[src/rtl/line_xfer_ctl.sv]
// Cache-line transfer engine: one 16-byte line read/write to four 32-bit bus beats.
// Optional statistics counters are built when LINE_XFER_STATS_EN is defined.
module line_xfer_ctl #(
   parameter int LINE_WORDS = 4
) (
   input  logic         clk_core,
   input  logic         reset_n,
   input  logic         req_valid,
   output logic         req_ready,
   input  logic         req_write,
   input  logic [27:4]  req_addr,
   input  logic [127:0] req_wdata,
   input  logic [15:0]  req_wmask,
   output logic         resp_valid,
   input  logic         resp_ready,
   output logic [127:0] resp_rdata,
   output logic         resp_error,
   output logic         bus_cvalid,
   input  logic         bus_cready,
   output logic         bus_cmd,
   output logic [27:2]  bus_addr,
   output logic         bus_wvalid,
   input  logic         bus_wready,
   output logic         bus_wlast,
   output logic [31:0]  bus_wdata,
   output logic [3:0]   bus_wmask,
   input  logic         bus_rvalid,
   output logic         bus_rready,
   input  logic         bus_rlast,
   input  logic [31:0]  bus_rdata,
   input  logic         bus_error,
   output logic [31:0]  stat_reads,
   output logic [31:0]  stat_writes,
   output logic [31:0]  stat_busy
);

   localparam logic [2:0] LAST = 3'(LINE_WORDS - 1);
   localparam logic [2:0] FULL = 3'(LINE_WORDS);

   typedef enum logic [2:0] {
      S_IDLE,
      S_RCMD,
      S_RDATA,
      S_WXFER,
      S_RESP
   } state_t;

   state_t         r_state;
   state_t         w_next;
   logic [27:4]    r_addr;
   logic [127:0]   r_wdata;
   logic [15:0]    r_wmask;
   logic [127:0]   r_buf;
   logic           r_err;
   logic [2:0]     r_beat;
   logic           r_cmd_done;
   logic [1:0]     w_widx;
   logic           w_cmd_ok;
   logic           w_dat_ok;

   always_comb begin
      w_next     = r_state;
      req_ready  = 1'b0;
      bus_cvalid = 1'b0;
      bus_cmd    = 1'b0;
      bus_wvalid = 1'b0;
      bus_rready = 1'b0;
      resp_valid = 1'b0;
      w_cmd_ok   = 1'b0;
      w_dat_ok   = 1'b0;
      unique case (r_state)
         S_IDLE: begin
            req_ready = 1'b1;
            if (req_valid)
               w_next = req_write ? S_WXFER : S_RCMD;
         end
         S_RCMD: begin
            bus_cvalid = 1'b1;
            bus_cmd    = 1'b1;
            if (bus_cready)
               w_next = S_RDATA;
         end
         S_RDATA: begin
            bus_rready = 1'b1;
            if (bus_rvalid && (bus_rlast || r_beat == LAST))
               w_next = S_RESP;
         end
         S_WXFER: begin
            bus_cvalid = !r_cmd_done;
            bus_wvalid = (r_beat != FULL);
            // command and data may both finish in this same cycle
            w_cmd_ok = r_cmd_done || bus_cready;
            w_dat_ok = (r_beat == FULL) ||
                       (r_beat == LAST && bus_wready);
            if (w_cmd_ok && w_dat_ok)
               w_next = S_RESP;
         end
         S_RESP: begin
            resp_valid = 1'b1;
            if (resp_ready)
               w_next = S_IDLE;
         end
         default: w_next = S_IDLE;
      endcase
   end

   assign w_widx     = r_beat[1:0];
   assign bus_addr   = {r_addr, 2'b00};
   assign bus_wdata  = bus_wvalid ? r_wdata[{w_widx, 5'b0} +: 32] : '0;
   assign bus_wmask  = bus_wvalid ? r_wmask[{w_widx, 2'b0} +: 4] : '0;
   assign bus_wlast  = bus_wvalid && (r_beat == LAST);
   assign resp_rdata = resp_valid ? r_buf : '0;
   assign resp_error = resp_valid && r_err;

   always_ff @(posedge clk_core or negedge reset_n) begin
      if (!reset_n) begin
         r_state    <= S_IDLE;
         r_addr     <= '0;
         r_wdata    <= '0;
         r_wmask    <= '0;
         r_buf      <= '0;
         r_err      <= 1'b0;
         r_beat     <= '0;
         r_cmd_done <= 1'b0;
      end else begin
         r_state <= w_next;
         if (r_state == S_IDLE) begin
            if (req_valid) begin
               r_addr     <= req_addr;
               r_wdata    <= req_wdata;
               r_wmask    <= req_wmask;
               r_buf      <= '0;
               r_err      <= 1'b0;
               r_beat     <= '0;
               r_cmd_done <= 1'b0;
            end
         end else begin
            if (bus_error)
               r_err <= 1'b1;
            if (r_state == S_RDATA && bus_rvalid) begin
               r_buf[{w_widx, 5'b0} +: 32] <= bus_rdata;
               r_beat <= r_beat + 3'd1;
               // short burst, or a full burst missing its last flag
               if (bus_rlast != (r_beat == LAST))
                  r_err <= 1'b1;
            end
            if (r_state == S_WXFER) begin
               if (bus_cvalid && bus_cready)
                  r_cmd_done <= 1'b1;
               if (bus_wvalid && bus_wready)
                  r_beat <= r_beat + 3'd1;
            end
         end
      end
   end

`ifdef LINE_XFER_STATS_EN
   logic [31:0] r_st_rd;
   logic [31:0] r_st_wr;
   logic [31:0] r_st_busy;
   logic        r_is_wr;

   always_ff @(posedge clk_core or negedge reset_n) begin
      if (!reset_n) begin
         r_st_rd   <= '0;
         r_st_wr   <= '0;
         r_st_busy <= '0;
         r_is_wr   <= 1'b0;
      end else begin
         if (r_state == S_IDLE && req_valid)
            r_is_wr <= req_write;
         if (r_state != S_IDLE)
            r_st_busy <= r_st_busy + 32'd1;
         if (resp_valid && resp_ready) begin
            if (r_is_wr)
               r_st_wr <= r_st_wr + 32'd1;
            else
               r_st_rd <= r_st_rd + 32'd1;
         end
      end
   end

   assign stat_reads  = r_st_rd;
   assign stat_writes = r_st_wr;
   assign stat_busy   = r_st_busy;
`else
   assign stat_reads  = '0;
   assign stat_writes = '0;
   assign stat_busy   = '0;
`endif

endmodule
[config.mk]
export PLATFORM = sky130hd
export DESIGN_NAME = line_xfer_ctl
export DESIGN_NICKNAME = d
export VERILOG_FILES = /design/src/rtl/line_xfer_ctl.sv
export SDC_FILE = /design/constraint.sdc
export NUM_CORES = 1
export LEC_CHECK = 0
export ABC_AREA = 1
export CAP_MARGIN = 20
export CORE_AREA = 2 2 195 197
export CTS_BUF_LIST = sky130_fd_sc_hd__clkbuf_8
export DETAILED_ROUTE_END_ITERATION = 16
export DIE_AREA = 0 0 197 199
export HOLD_SLACK_MARGIN = 0.08
export PLACE_DENSITY = 0.75
export SETUP_SLACK_MARGIN = 0.3
export SLEW_MARGIN = 20
export SYNTH_ARGS = -nofsm -noshare
export SYNTH_HDL_FRONTEND = slang
export SYNTH_SLANG_ARGS = --single-unit
export TNS_END_PERCENT = 1
[constraint.sdc]
create_clock -name clk_core -period 3.2 [get_ports clk_core]
set_input_delay 0.96 -clock clk_core [delete_from_list [all_inputs] [get_ports clk_core]]
set_output_delay 0.96 -clock clk_core [all_outputs]
set_load 0.005 [all_outputs]
# == Yosys cells after proc, flatten, opt, wreduce, memory -nomap -nowiden ==
# Cells that the tools add are included.
# totals
regBits,304
wordCells,80
# op_classes
n_addsub,2
eq_ne,13
n_shift,4
n_mux,33
n_reduce_logical,20
# ops
operator,n
$mux W128,4
$bwmux W128,1
$shift A32 B9 Y128 const A,1
$shiftx A128 B8 Y32,1
$shiftx A32 B9 Y128,1
$mux W32,1
$mux W3,10
$shiftx A16 B5 Y4,1
$pmux W3 S5,1
$mux W1,13
$ne A2 B2 Y1 const B,5
$eq A3 B2 Y1 const B,3
$neg A7 Y9,1
$logic_and A1 B1 Y1,8
$eq A3 B3 Y1 const B,2
$reduce_bool A2 Y1,3
$reduce_and A5 Y1,1
$mux W4,1
$reduce_and A2 Y1,2
$add A3 B1 Y3 const B,1
$eq A3 B1 Y1 const B,1
$logic_not A3 Y1,1
$logic_or A1 B1 Y1,3
$ne A3 B3 Y1 const B,1
other kinds (5),5

# == Longest topological paths before layout ==
# Gate-level depths: netlist of run 1.
# logic_depth
word_depth,6
ltp_mapped,14

# == Worst setup path before layout of run 1 ==
# OpenSTA, ideal clock, no wires.
# synth_timing
kind,reg-to-output
from,reg r_beat[0]
to,out bus_wdata[10]
arrival_time_ns,1.819
required_time_ns,2.240
slack_ns,0.421
path_stages_with_launch,11
path_buffers,5
cell_sequence,dfrtp_1 -> buf_2 -> inv_2 -> buf_2 -> clkbuf_1 -> ha_1 -> nand2_1 -> nand2_1 -> buf_2 -> buf_2 -> a21oi_1
# synth_via
elab_chain_cells,3
word_cells_on_any_way,4
# synth_lines
element,line_no,rtl
from (decl),55,logic [2:0] r_beat;
from (signal assigned),142,r_beat <= r_beat + 3'd1;
from (signal assigned),151,r_beat <= r_beat + 3'd1;
"parallel branches: the longest is 2 deep, another holds $shiftx A128 B8 Y32",n/a,
$mux W32 (*),109,"assign bus_wdata = bus_wvalid ? r_wdata[{w_widx, 5'b0} +: 32] : '0;"
to (decl),25,"output logic [31:0] bus_wdata,"
# Every way passes the cells marked *.

# == Worst setup path after layout of run 1 ==
# layout_timing
from,reg r_beat[0]
to,out bus_wdata[23]
# The elaborated chain is that of the path after synthesis.

==> results of run 1 <==
-- worst max-delay path, stage by stage, from the launching register on --
cell and delay [ps]:
dfrtp_4 520, buf_12 160, buf_12 140, buf_12 130, buf_4 150, nor2_1 100
nor2_1 50, o21ai_1 90, a21oi_1 90, buf_2 130
-- worst paths after layout --
check,startpoint,end,slack (ps),depth (start not counted)
min in group clk_core,r_buf[57],r_buf[57],470,2
max,r_beat[0],bus_wdata[23],90,9
min reg2reg,r_buf[57],r_buf[57],470,2
min,reset_n,r_buf[104],350,1
max in group asynchronous,reset_n,r_wmask[15],2080,2
max reg2reg,r_beat[0],r_buf[107],840,9
-- power groups by stage --
stage,sequential (mW),clock (mW),combinational [mW]
3_3_place_gp,5.90,0,6.66
3_5_place_dp,5.96,0,6.76
5_1_grt,6.15,3.58,9.37
2_1_floorplan,5.77,0,4.50
4_1_cts,5.93,3.40,7.84
6_report,6.02,3.34,8.55
-- metal layers --
layer,up-vias,part of all wire,global-route usage,wire length [µm]
li1,7492,-,-,-
met4,4,0.040,0.1192,2211
met5,-,0.00053,0,29
met2,758,0.49,0.4637,26800
met1,7546,0.39,0.3359,21560
met3,130,0.080,0.05731,4387
-- cell usage after synthesis --
library cell,number,share of area
buf_2,70,0.022
ha_1,6,0.0047
o21ai_2,1,0.00055
inv_1,212,0.050
nand3_1,107,0.033
buf_6,4,0.0028
nand2_2,3,0.0012
conb_1,1,0.00023
nor3_1,1,0.00031
nand2_1,827,0.19
a21oi_1,38,0.012
clkbuf_1,51,0.012
inv_2,4,0.00094
clkinv_1,1,0.00023
dfrtp_1,304,0.48
nand4_2,1,0.00078
buf_1,10,0.0023
buf_4,104,0.049
nand2_4,3,0.0021
nor2_4,1,0.00070
nor2_1,374,0.088
o21ai_1,8,0.0025
or2_1,1,0.00039
nand4_1,34,0.013
nor2_2,1,0.00039
o21ai_0,99,0.031
nor3_2,1,0.00063
-- registers in the layout (all words and copies together), names as in the netlist --
| name | cells |
|---|---|
| r_addr | 24 |
| r_beat | 3 |
| r_buf | 128 |
| r_cmd_done | 1 |
| r_err | 1 |
| r_state | 3 |
| r_wdata | 128 |
| r_wmask | 16 |
-- layout by cell type, fill, tap and decap left out, types with 8 or more instances in the layout --
cell type and count:
a21oi_1 13, a21oi_2 22, buf_12 23, buf_16 14
buf_2 68, buf_4 38, buf_6 25, clkbuf_2 80
clkbuf_8 62, clkdlybuf4s50_1 233, clkinv_2 8, conb_1 98
dfrtp_1 299, inv_1 220, nand2_1 825, nand3_1 107
nand4_1 34, nor2_1 213, nor2_2 40, nor2_4 123
o21ai_0 55, o21ai_1 47
-- area by class of cell --
cell class,instances,area [µm²]
Fill cell,3229,14600
Sequential cell,304,7616
Clock inverter,24,112.6
Timing Repair inverter,3,57.56
Timing Repair Buffer,494,4667
Multi-Input combinational cell,1604,7774
Inverter,217,858.3
Clock buffer,62,853.3
Antenna cell,2,5.005
Tap cell,474,593.1
-- repair_timing --
action,4_1_cts,5_1_grt
resized for setup,356,674
gates cloned,14,0
buffers inserted,29,1
pin swaps,26,123
setup endpoints to repair,172,172
-- kinds of logic after synthesis --
kind of cell | synth area share
simple gates | 0.3350
buf+inv | 0.1387
flops | 0.4754
compound gates | 0.04590
fa+ha+maj | 0.004692
other cells | 0.0002344
-- per-stage QoR --
step	worst slack, ps	cells
after floorplan	420.6	2364
after global placement	232.3	3052
after detailed placement	170.4	3052
after CTS	36.99	3181
after global routing	-33.16	3183
final	87.44	3184
==> impl_metrics.toml, run 1 <==
[clock_network]
cts-root-buf = "clkbuf_8"
clock_latency_ps = 590
clkTransAtPathRegs_ps = 60
cts_htree_levels = 2
cts.sinks = 304
hold_buffers = 0
cts_inserted_buffers = 51
cts_tree = "built"
clock_path_buffers = 3

[detailed_routing]
vias = 15930
avgViaCountPerCell = 5.003
final_antenna_net_count = 0
drt_iter0_drc = 1116
remaining_drc_errors = 0
wl_um = 54990
detailedRoute.firstPassIterationCount = 5
wire_per_inst_um = 17.27

[global_routing]
grt_start_max_net_pins = 121
grtUsageTotal = 0.2727
grt_pass1_wl_um = 83430
grt_antenna_before_repair = 4
gr-total-overflow = 0
first_global_vias = 15450

[synthesis]
syn_inst = 2267
netlist_area_um2 = 16000
synth_seq_cells = 304
avgSynthCellArea_um2 = 7.058
yosys_warnings = 0
ys_types = 27
ys_seq_area_frac = 0.4754

[layout]
fin_area_um2 = 22540
nets = 2891
area_growth_pct = 40.85
drive_gt1_frac = 0.2031
utilization = 0.6069

[timing]
hold_viol_final = 0
slew_headroom = 0.5179
min_period_ps = 3113
tightest_slew_ps = 720.6
post-route-period-util = 0.9727
rsz0062_at_grt = "yes"
setup_viol = 0
fmax_mhz = 321.3
fin_hold_ws_ps = 353.4
setup_tns_ps = 0
finalMaxSlewViolations = 0
finClkSkew_ps = 13.79

[setup_path]
cp_data_required_time_ps = 2240
endpoint_kind = "output pin"
arrival_ps = 2150
start_kind = "register"
cp_max_fo = 6
criticalPathCategory = "reg2out"

[power_and_ir_drop]
powerDensity_nw_per_um2 = 794.5
p_leak_nw = 11.32
switching_share = 0.4380
finalPower_mw = 17.91
ir_drop_mv = 0.4639
combPwrFrac = 0.478
p_switching_mw = 7.843
p_int_mw = 10.06
power_frac_clock = 0.186
seq_power_share = 0.336

[place]
portBuffers = 405
placed_area_um2 = 20190
hpwl_um = 34220
place_congestion = 0.9171

[floorplanning]
core.rowCount = 71
die_w_um = 197
io_pins = 504
dieArea_um2 = 39200
start_util = 0.4309
die_h_um = 199
core_um2 = 37130

[run_status]
status = "finished, final reports clean"

[flow_run]
maxCapViolCount = 0

[min_path]
min_path_type = "in2async"
No activity file was read; power rests on OpenSTA's default activity.
==> run 2, diff against run 1 <==
PLACE_DENSITY = 0.86   (was 0.75)
==> run 2 against run 1 <==
Cell area decreased by 0.69%. Utilization down 0.42 points. Sequential share of layout area up 0.23 points. Worst hold slack lost 16 ps. Combinational power grew 1%. Sequential cell count unchanged. Critical path depth unchanged. Sequential power up 1%. Die area did not move.
==> impl_metrics.toml, run 2 (synthesis gave the netlist of run 1 again) <==
[setup_path]
max_stage_delay_ps = 520
cp_data_required_time_ps = 2240
path_cells = "buf_12, buf_12, buf_16, buf_6, nor2_1, nor2_1, o21ai_1, a21oi_1, buf_2"
ff2ff_setup_slack_ps = 660
arrival_ps = 2200
r2r_start = "r_beat[0]"
criticalPathCategory = "reg2out"
cp_top_family = "buffers and inverters"
critPathBufInv = 5
slowest_stage = "dfrtp_4"
start_kind = "register"
endpoint_kind = "output pin"
r2r_end = "r_buf[78]"
r2r.worst_path.cells = 9
cp_max_fo = 7

[clock_network]
hold_buffers = 0
cts_htree_levels = 2
cts_tree = "built"
cts-root-buf = "clkbuf_8"
clock_path_buffers = 3
cts.sinks = 304
cts_inserted_buffers = 51
clkTransAtPathRegs_ps = 70
clock_latency_ps = 590

[timing]
rsz0062_at_grt = "yes"
finalMaxSlewViolations = 0
finClkSkew_ps = 17.57
slew_headroom = 0.5424
post-route-period-util = 0.9862
setup_viol = 0
min_period_ps = 3156
hold_viol_final = 0
fmax_mhz = 316.9
finalWorstSetupSlack_ps = 44.14
setup_tns_ps = 0
fin_hold_ws_ps = 337.5
tightest_slew_ps = 686.4

[place]
placed_area_um2 = 20090
place_ws_ps = 193.7
dp.cells = 3046
portBuffers = 405
hpwl_um = 34440
place_congestion = 0.9343

[layout]
layout_commonest_cell = "nand2_1"
layout_common_cells = "nand2_1, dfrtp_1, clkdlybuf4s50_1"
fin_area_um2 = 22380
utilization = 0.6027
drive_gt1_frac = 0.1917
area_growth_pct = 39.88
register_area_um2 = 7615
final_cells = 3176
diodes = 0
fillCellCount = 3056
multi_input_area_um2 = 7594
reg_top3 = "r_buf x128, r_wdata x128, r_addr x24"
nets = 2881

[floorplanning]
io_pins = 504
core_um2 = 37130
dieArea_um2 = 39200
start_util = 0.4309
core.rowCount = 71
die_w_um = 197
die_h_um = 199

[detailed_routing]
remaining_drc_errors = 0
wl_um = 56390
drt_iter0_drc = 1364
avgViaCountPerCell = 5.142
vias = 16330
final_antenna_net_count = 0
wire_per_inst_um = 17.75
detailedRoute.firstPassIterationCount = 5

[global_routing]
grtUsageTotal = 0.2749
grt_antenna_before_repair = 0
grt_pass1_wl_um = 84160
first_global_vias = 15480
grt_start_max_net_pins = 114
gr-total-overflow = 0

[power_and_ir_drop]
powerDensity_nw_per_um2 = 824.2
p_leak_nw = 11.52
finalPower_mw = 18.45
ir_drop_mv = 0.5405

[flow_run]
maxCapViolCount = 0

[min_path]
min_path_type = "in2async"

[run_status]
status = "finished, final reports clean"
==> run 2: power breakdown <==
part / leakage, nW / internal (mW) / switching, mW
Clock: 0.620 / 2.07 / 1.62
Combinational: 6.93 / 3.12 / 5.52
Sequential: 3.97 / 5.18 / 0.928
==> run 2: routing by layer <==
layer	vias to the layer above	global-route usage	routed length [µm]
li1	7454	-	-
met1	7701	0.3376	20820
met2	1038	0.4689	27880
met3	137	0.05375	5319
met4	0	0.1261	2370
met5	-	0	0
==> run 2: worst max path at each step <==
| stage | start | endpoint | depth (start not counted) |
|---|---|---|---|
| 6_report | r_beat[0] | bus_wdata[27] | 9 |
| 2_1_floorplan | r_beat[0] | bus_wdata[10] | 10 |
| 3_5_place_dp | r_state[1] | resp_rdata[21] | 6 |
| 4_1_cts | r_beat[0] | bus_wdata[6] | 9 |
| 3_3_place_gp | r_state[0] | resp_rdata[90] | 6 |
| 5_1_grt | r_beat[0] | bus_wdata[13] | 9 |
==> run 2: repair_timing <==
| action | 4_1_cts | 5_1_grt |
|---|---|---|
| cloned | 15 | 0 |
| endpoints found under the hold margin | 0 | 0 |
| buffers inserted | 24 | 1 |
| gates resized for setup | 368 | 592 |
| endpoints found under the setup margin | 170 | 172 |
| pin swaps | 37 | 113 |
==> run 2: area by class of cell <==
cell class	count	share of cell area
Clock inverter	28	0.009951
Inverter	217	0.03813
Clock buffer	62	0.03813
Timing Repair Buffer	485	0.2051
Multi-Input combinational cell	1604	0.3393
Timing Repair inverter	2	0.002683
Tap cell	474	0.02650
Sequential cell	304	0.3402
==> run 2: worst register-to-register path: cells and delay by family (launching register included) <==
| family | cells | cell delay [ps] |
|---|---|---|
| fa+ha+maj | 1 | 220 |
| buf+inv | 4 | 780 |
| flops | 1 | 520 |
| simple gates | 4 | 920 |
==> variant 1: new RTL, flow settings as in run 1 <==
Add a define of `LINE_XFER_STATS_EN`.
--- a/src/rtl/line_xfer_ctl.sv
+++ b/src/rtl/line_xfer_ctl.sv
@@ -2,2 +2,4 @@
 // Optional statistics counters are built when LINE_XFER_STATS_EN is defined.
+`define LINE_XFER_STATS_EN
+
 module line_xfer_ctl #(
Function: changed (Yosys sat finds a counterexample within 4 cycles, from zero or initial values and one cycle with reset_n low).
==> variant 1 against run 1 <==
Largest power group unchanged; area after synthesis increased by 23%; setup slack got worse by 77 ps; power increased by 12%; final area increased by 23%; sequential cell count increased by 97; critical path type unchanged; via count increased by 25%; combinational power decreased by 5.3%; routed wire length increased by 30%; core utilization increased by 14 points; non-clock buffer count increased by 89; register-to-register slack got worse by 40 ps; worst hold slack got worse by 69 ps; critical endpoint is now bus_wdata[9].
==> variant 1: results (changes against run 1) <==
metric;value;unit;change
status;complete, no violations;;
cts_setup_buffers;14;;-52%
antenna_found_initial;8;;+4
met2_usage;0.586;;+0.122
clock_latency;620;ps;+30 ps
grt_pass1_wl;108;mm;+29%
skew;32.2;ps;+18.4 ps
cp_max_fo;54;;+48
comb-power;8.10;mW;-5.3%
power.switching;8.14;mW;+3.8%
wl_per_cell;19.1;microns;+11%
grt_pass1_vias;19127;;+24%
hold-worst-slack;284;ps;-69.1 ps
via_per_inst;5.34;;+6.8%
nNetsFinal;3425;;+18%
ys_types;30;;+11%
r2r_setup_slack;800;ps;-40 ps
reg2reg_to;r_buf[116]$_DFFE_PN0P_;;
p_clk;4.70;mW;+41%
reg_top3;r_buf (128), r_wdata (128);;
grt_max_degree;171;;+41%
ys_warn_count;0;;unchanged
drive_gt1_frac;0.164;;-0.0389
io_buffers;501;;+24%
synth_area_leaders;dfrtp_1, nand2_1, nor2_1, inv_1, o21ai_0;;
wl_met3;6.68;mm;+52%
route.met2.wl;34.0;mm;+27%
peakVddDrop;0.545;mV;+17%
synth_ff_type;dfrtp_1;;
grtUsageMet3;0.0851;;+0.0278
critPathArrivalTime;2230;ps;+80 ps
wl_met1;27.4;mm;+27%
synthTopCellsByCount;nand2_1, nor2_1, dfrtp_1;;
p_leak;13.3;nW;+17%
numCtsBuffers;70;;+37%
worstMarginPinSlew;807;ps;+86.8 ps
htreeDepth;3;;+1
dpl.hpwl;47.6;mm;+39%
initialDrtViolationCount;1755;;+57%
variant 1: cell types whose count changed in the layout (fill, tap and decap cells not counted), moves of 57 or more:
| cell | run 1 | this run |
|---|---|---|
| nor2_1 | 213 | 292 |
| inv_1 | 220 | 277 |
| conb_1 | 98 | 2 |
| clkdlybuf4s50_1 | 233 | 328 |
| dfrtp_1 | 299 | 397 |
| nand2_1 | 825 | 1003 |
| o21ai_0 | 55 | 147 |
variant 1: worst max-delay path by stage:
| stage | endpoint | slack, ps | depth (start not counted) |
|---|---|---|---|
| finish | bus_wdata[9] | 10 | 5 |
| global route | resp_rdata[89] | -30 | 7 |
| detailed placement | bus_wlast | 210 | 7 |
| CTS | bus_wdata[22] | -6 | 9 |
| floorplan | bus_wdata[25] | 330 | 8 |
| global placement | bus_wmask[2] | 230 | 5 |
variant 1: critical path: stages, from the launching register on:
cell	delay, ps
dfrtp_2	430
clkinv_4	100
buf_16	190
o21ai_0	440
a21oi_2	120
dlygate4sd2_1	280
variant 1: area by class of cell:
cell class                 count  area (sq um)
timing repair buffer         583          5620
fill                        2830          9330
inverter                     266          1010
clock inverter                29           130
clock buffer                  90          1240
tap                          474           593
antenna                        5          12.5
multi-input combinational   1884          9160
sequential                   401         10000
variant 1: cell families after synthesis:
logic type | synth area share
simple gates | 0.320
flops | 0.511
buf+inv | 0.0796
compound gates | 0.0592
xor+xnor | 0.0241
fa+ha+maj | 0.00574
other cells | 0.000191
variant 1: stage by stage:
step	cell area, sq um	setup slack [ps]	instances	TNS (ps)	total power [mW]
detailed placement	25300	210	3578	0	14.0
global route	27800	-32.7	3729	-65.8	21.3
finish	27800	10.2	3732	0	20.1
global placement	25300	231	3578	0	13.8
floorplan	19600	330	2676	0	11.0
CTS	27200	-6.14	3721	-18.3	19.5
==> variant 2: new RTL, config.mk and constraints of run 1 <==
Without the edit above. Put a register stage on the output `resp_error`. The value now appears one clock later. The other outputs are not delayed to match.
--- a/src/rtl/line_xfer_ctl.sv
+++ b/src/rtl/line_xfer_ctl.sv
@@ -112,3 +112,5 @@
    assign resp_rdata = resp_valid ? r_buf : '0;
-   assign resp_error = resp_valid && r_err;
+   always_ff @(posedge clk_core) begin
+      resp_error <= resp_valid && r_err;
+   end
 
Behaviour: not the same (a bounded check fails within 4 cycles, from zero or initial values and one cycle with reset_n low).
==> variant 2 against run 1 <==
Area after synthesis grew 0.13%; die area is the same; fmax shrank 1.5%; sequential share of layout area grew 0.31 points; clock skew grew 22 ps; sequential cell count grew 1; power grew 1.5%; final area shrank 0.64%; setup slack lost 46 ps; first-iteration DRC count grew 11%; combinational power is essentially flat; cell count grew 0.82%; routed wire length grew 0.40%; critical path type unchanged; largest cell class is now sequential cells; largest power group unchanged; highest routed layer unchanged.
==> variant 2: results (changes against run 1) <==
metric;value;unit;change
cp_max_fo;7;;+1
io_buffers;405;;unchanged
async_flop_share;0.997;;-0.00328
r2r_setup_slack;40;ps;-800 ps
clkSlewWorstSetupHoldPaths;60;ps;about the same
crit_slowest_cell;dfrtp_4;;
ys_types;28;;+3.7%
yosys.area.top_type_share;0.475;;-0.000594
dpl.hpwl;34.0;mm;-0.74%
peakVddDrop;0.475;mV;+2.4%
status;complete, no violations;;
grt_pass1_wl;84.2;mm;+0.96%
gp_congestion;0.894;;-2.5%
drive_gt1_frac;0.180;;-0.0235
ff2ff_path_depth;21;;+12
nNetsFinal;2912;;+0.73%
ys_seq_area_frac;0.476;;+0.000655
ys_warn_count;0;;unchanged
skew;35.6;ps;+21.8 ps
antenna_found_initial;5;;+1
hp-class;input port to async pin;;
synthTopCellsByCount;nand2_1, nor2_1, dfrtp_1;;
via_per_inst;4.97;;-0.71%
root_buffer;clkbuf_8;;
grt_max_degree;159;;+31%
initialDrtViolationCount;1243;;+11%
htreeDepth;2;;unchanged
cpPeakStageDelay;470;ps;-50 ps
crit_end;bus_wdata[25];;
p_leak;11.8;nW;+3.9%
synth_area_leaders;dfrtp_1, nand2_1, nor2_1, inv_1, buf_4;;
slew_headroom;0.461;;-0.0565
grt_pass1_vias;15361;;-0.59%
reg2reg_to;r_buf[42]$_DFFE_PN0P_;;
critPathArrivalTime;2200;ps;+50 ps
grt_usage;0.275;;+0.00240
drt_wl_total;55.2;mm;+0.40%
clock_latency;610;ps;+20 ps
-- variant 2: cell types whose count changed after synthesis, sizes merged --
cell	delta
dfxtp	+1
-- variant 2: logic make-up after synthesis --
logic type	after synthesis	share of synthesized area
compound gates	146	0.0458
other cells	1	0.000234
flops	305	0.476
simple gates	1354	0.335
fa+ha+maj	6	0.00469
buf+inv	456	0.139
-- variant 2: per-layer routing --
metal | vias to the layer above | track usage | routed length, microns
met3 | 117 | 0.0568 | 4890
met2 | 808 | 0.467 | 26500
met1 | 7476 | 0.347 | 21700
met4 | 6 | 0.105 | 2100
li1 | 7539 | - | -
met5 | - | 0 | 45
-- variant 2: critical path: cells and delay by family (launching register included) --
family          cells  cell delay (ps)
buf+inv             4              700
flops               1              470
simple gates        2              170
compound gates      2              270
-- variant 2: per-stage QoR --
stage	hold slack (ps)	cell area (sq um)	worst slack [ps]	cells
after CTS	358	22100	20.3	3200
final	397	22400	41.0	3210
after floorplan	442	16400	421	2365
after detailed placement	458	20100	144	3046
after global routing	401	22400	-49.0	3209
after global placement	454	20100	123	3046
-- variant 2: report_power, final --
group | total (mW) | leakage, nW | switching [mW] | internal, mW
combinational | 8.58 | 7.17 | 5.34 | 3.24
sequential | 6.02 | 3.98 | 0.818 | 5.20
clock | 3.57 | 0.610 | 1.63 | 1.94
total | 18.2 | 11.8 | 7.80 | 10.4
-- variant 2: timing repair --
item,4_1_cts,5_1_grt
hold buffers,0,0
endpoints found under the setup margin,170,222
setup buffers,49,6
gates cloned,14,2
resized for setup,336,473
endpoints found under the hold margin,0,0
pin swaps,26,36
-- variant 2: layout make-up --
cell class	count	area, sq um
flip-flops and latches	305	7640
clock inverters	28	184
repair inverters	2	25.0
clock buffers	63	867
repair buffers	515	4930
diodes	2	5.00
well taps	474	593
multi-input cells	1604	7300
inverters	217	851
fillers	3311	14700
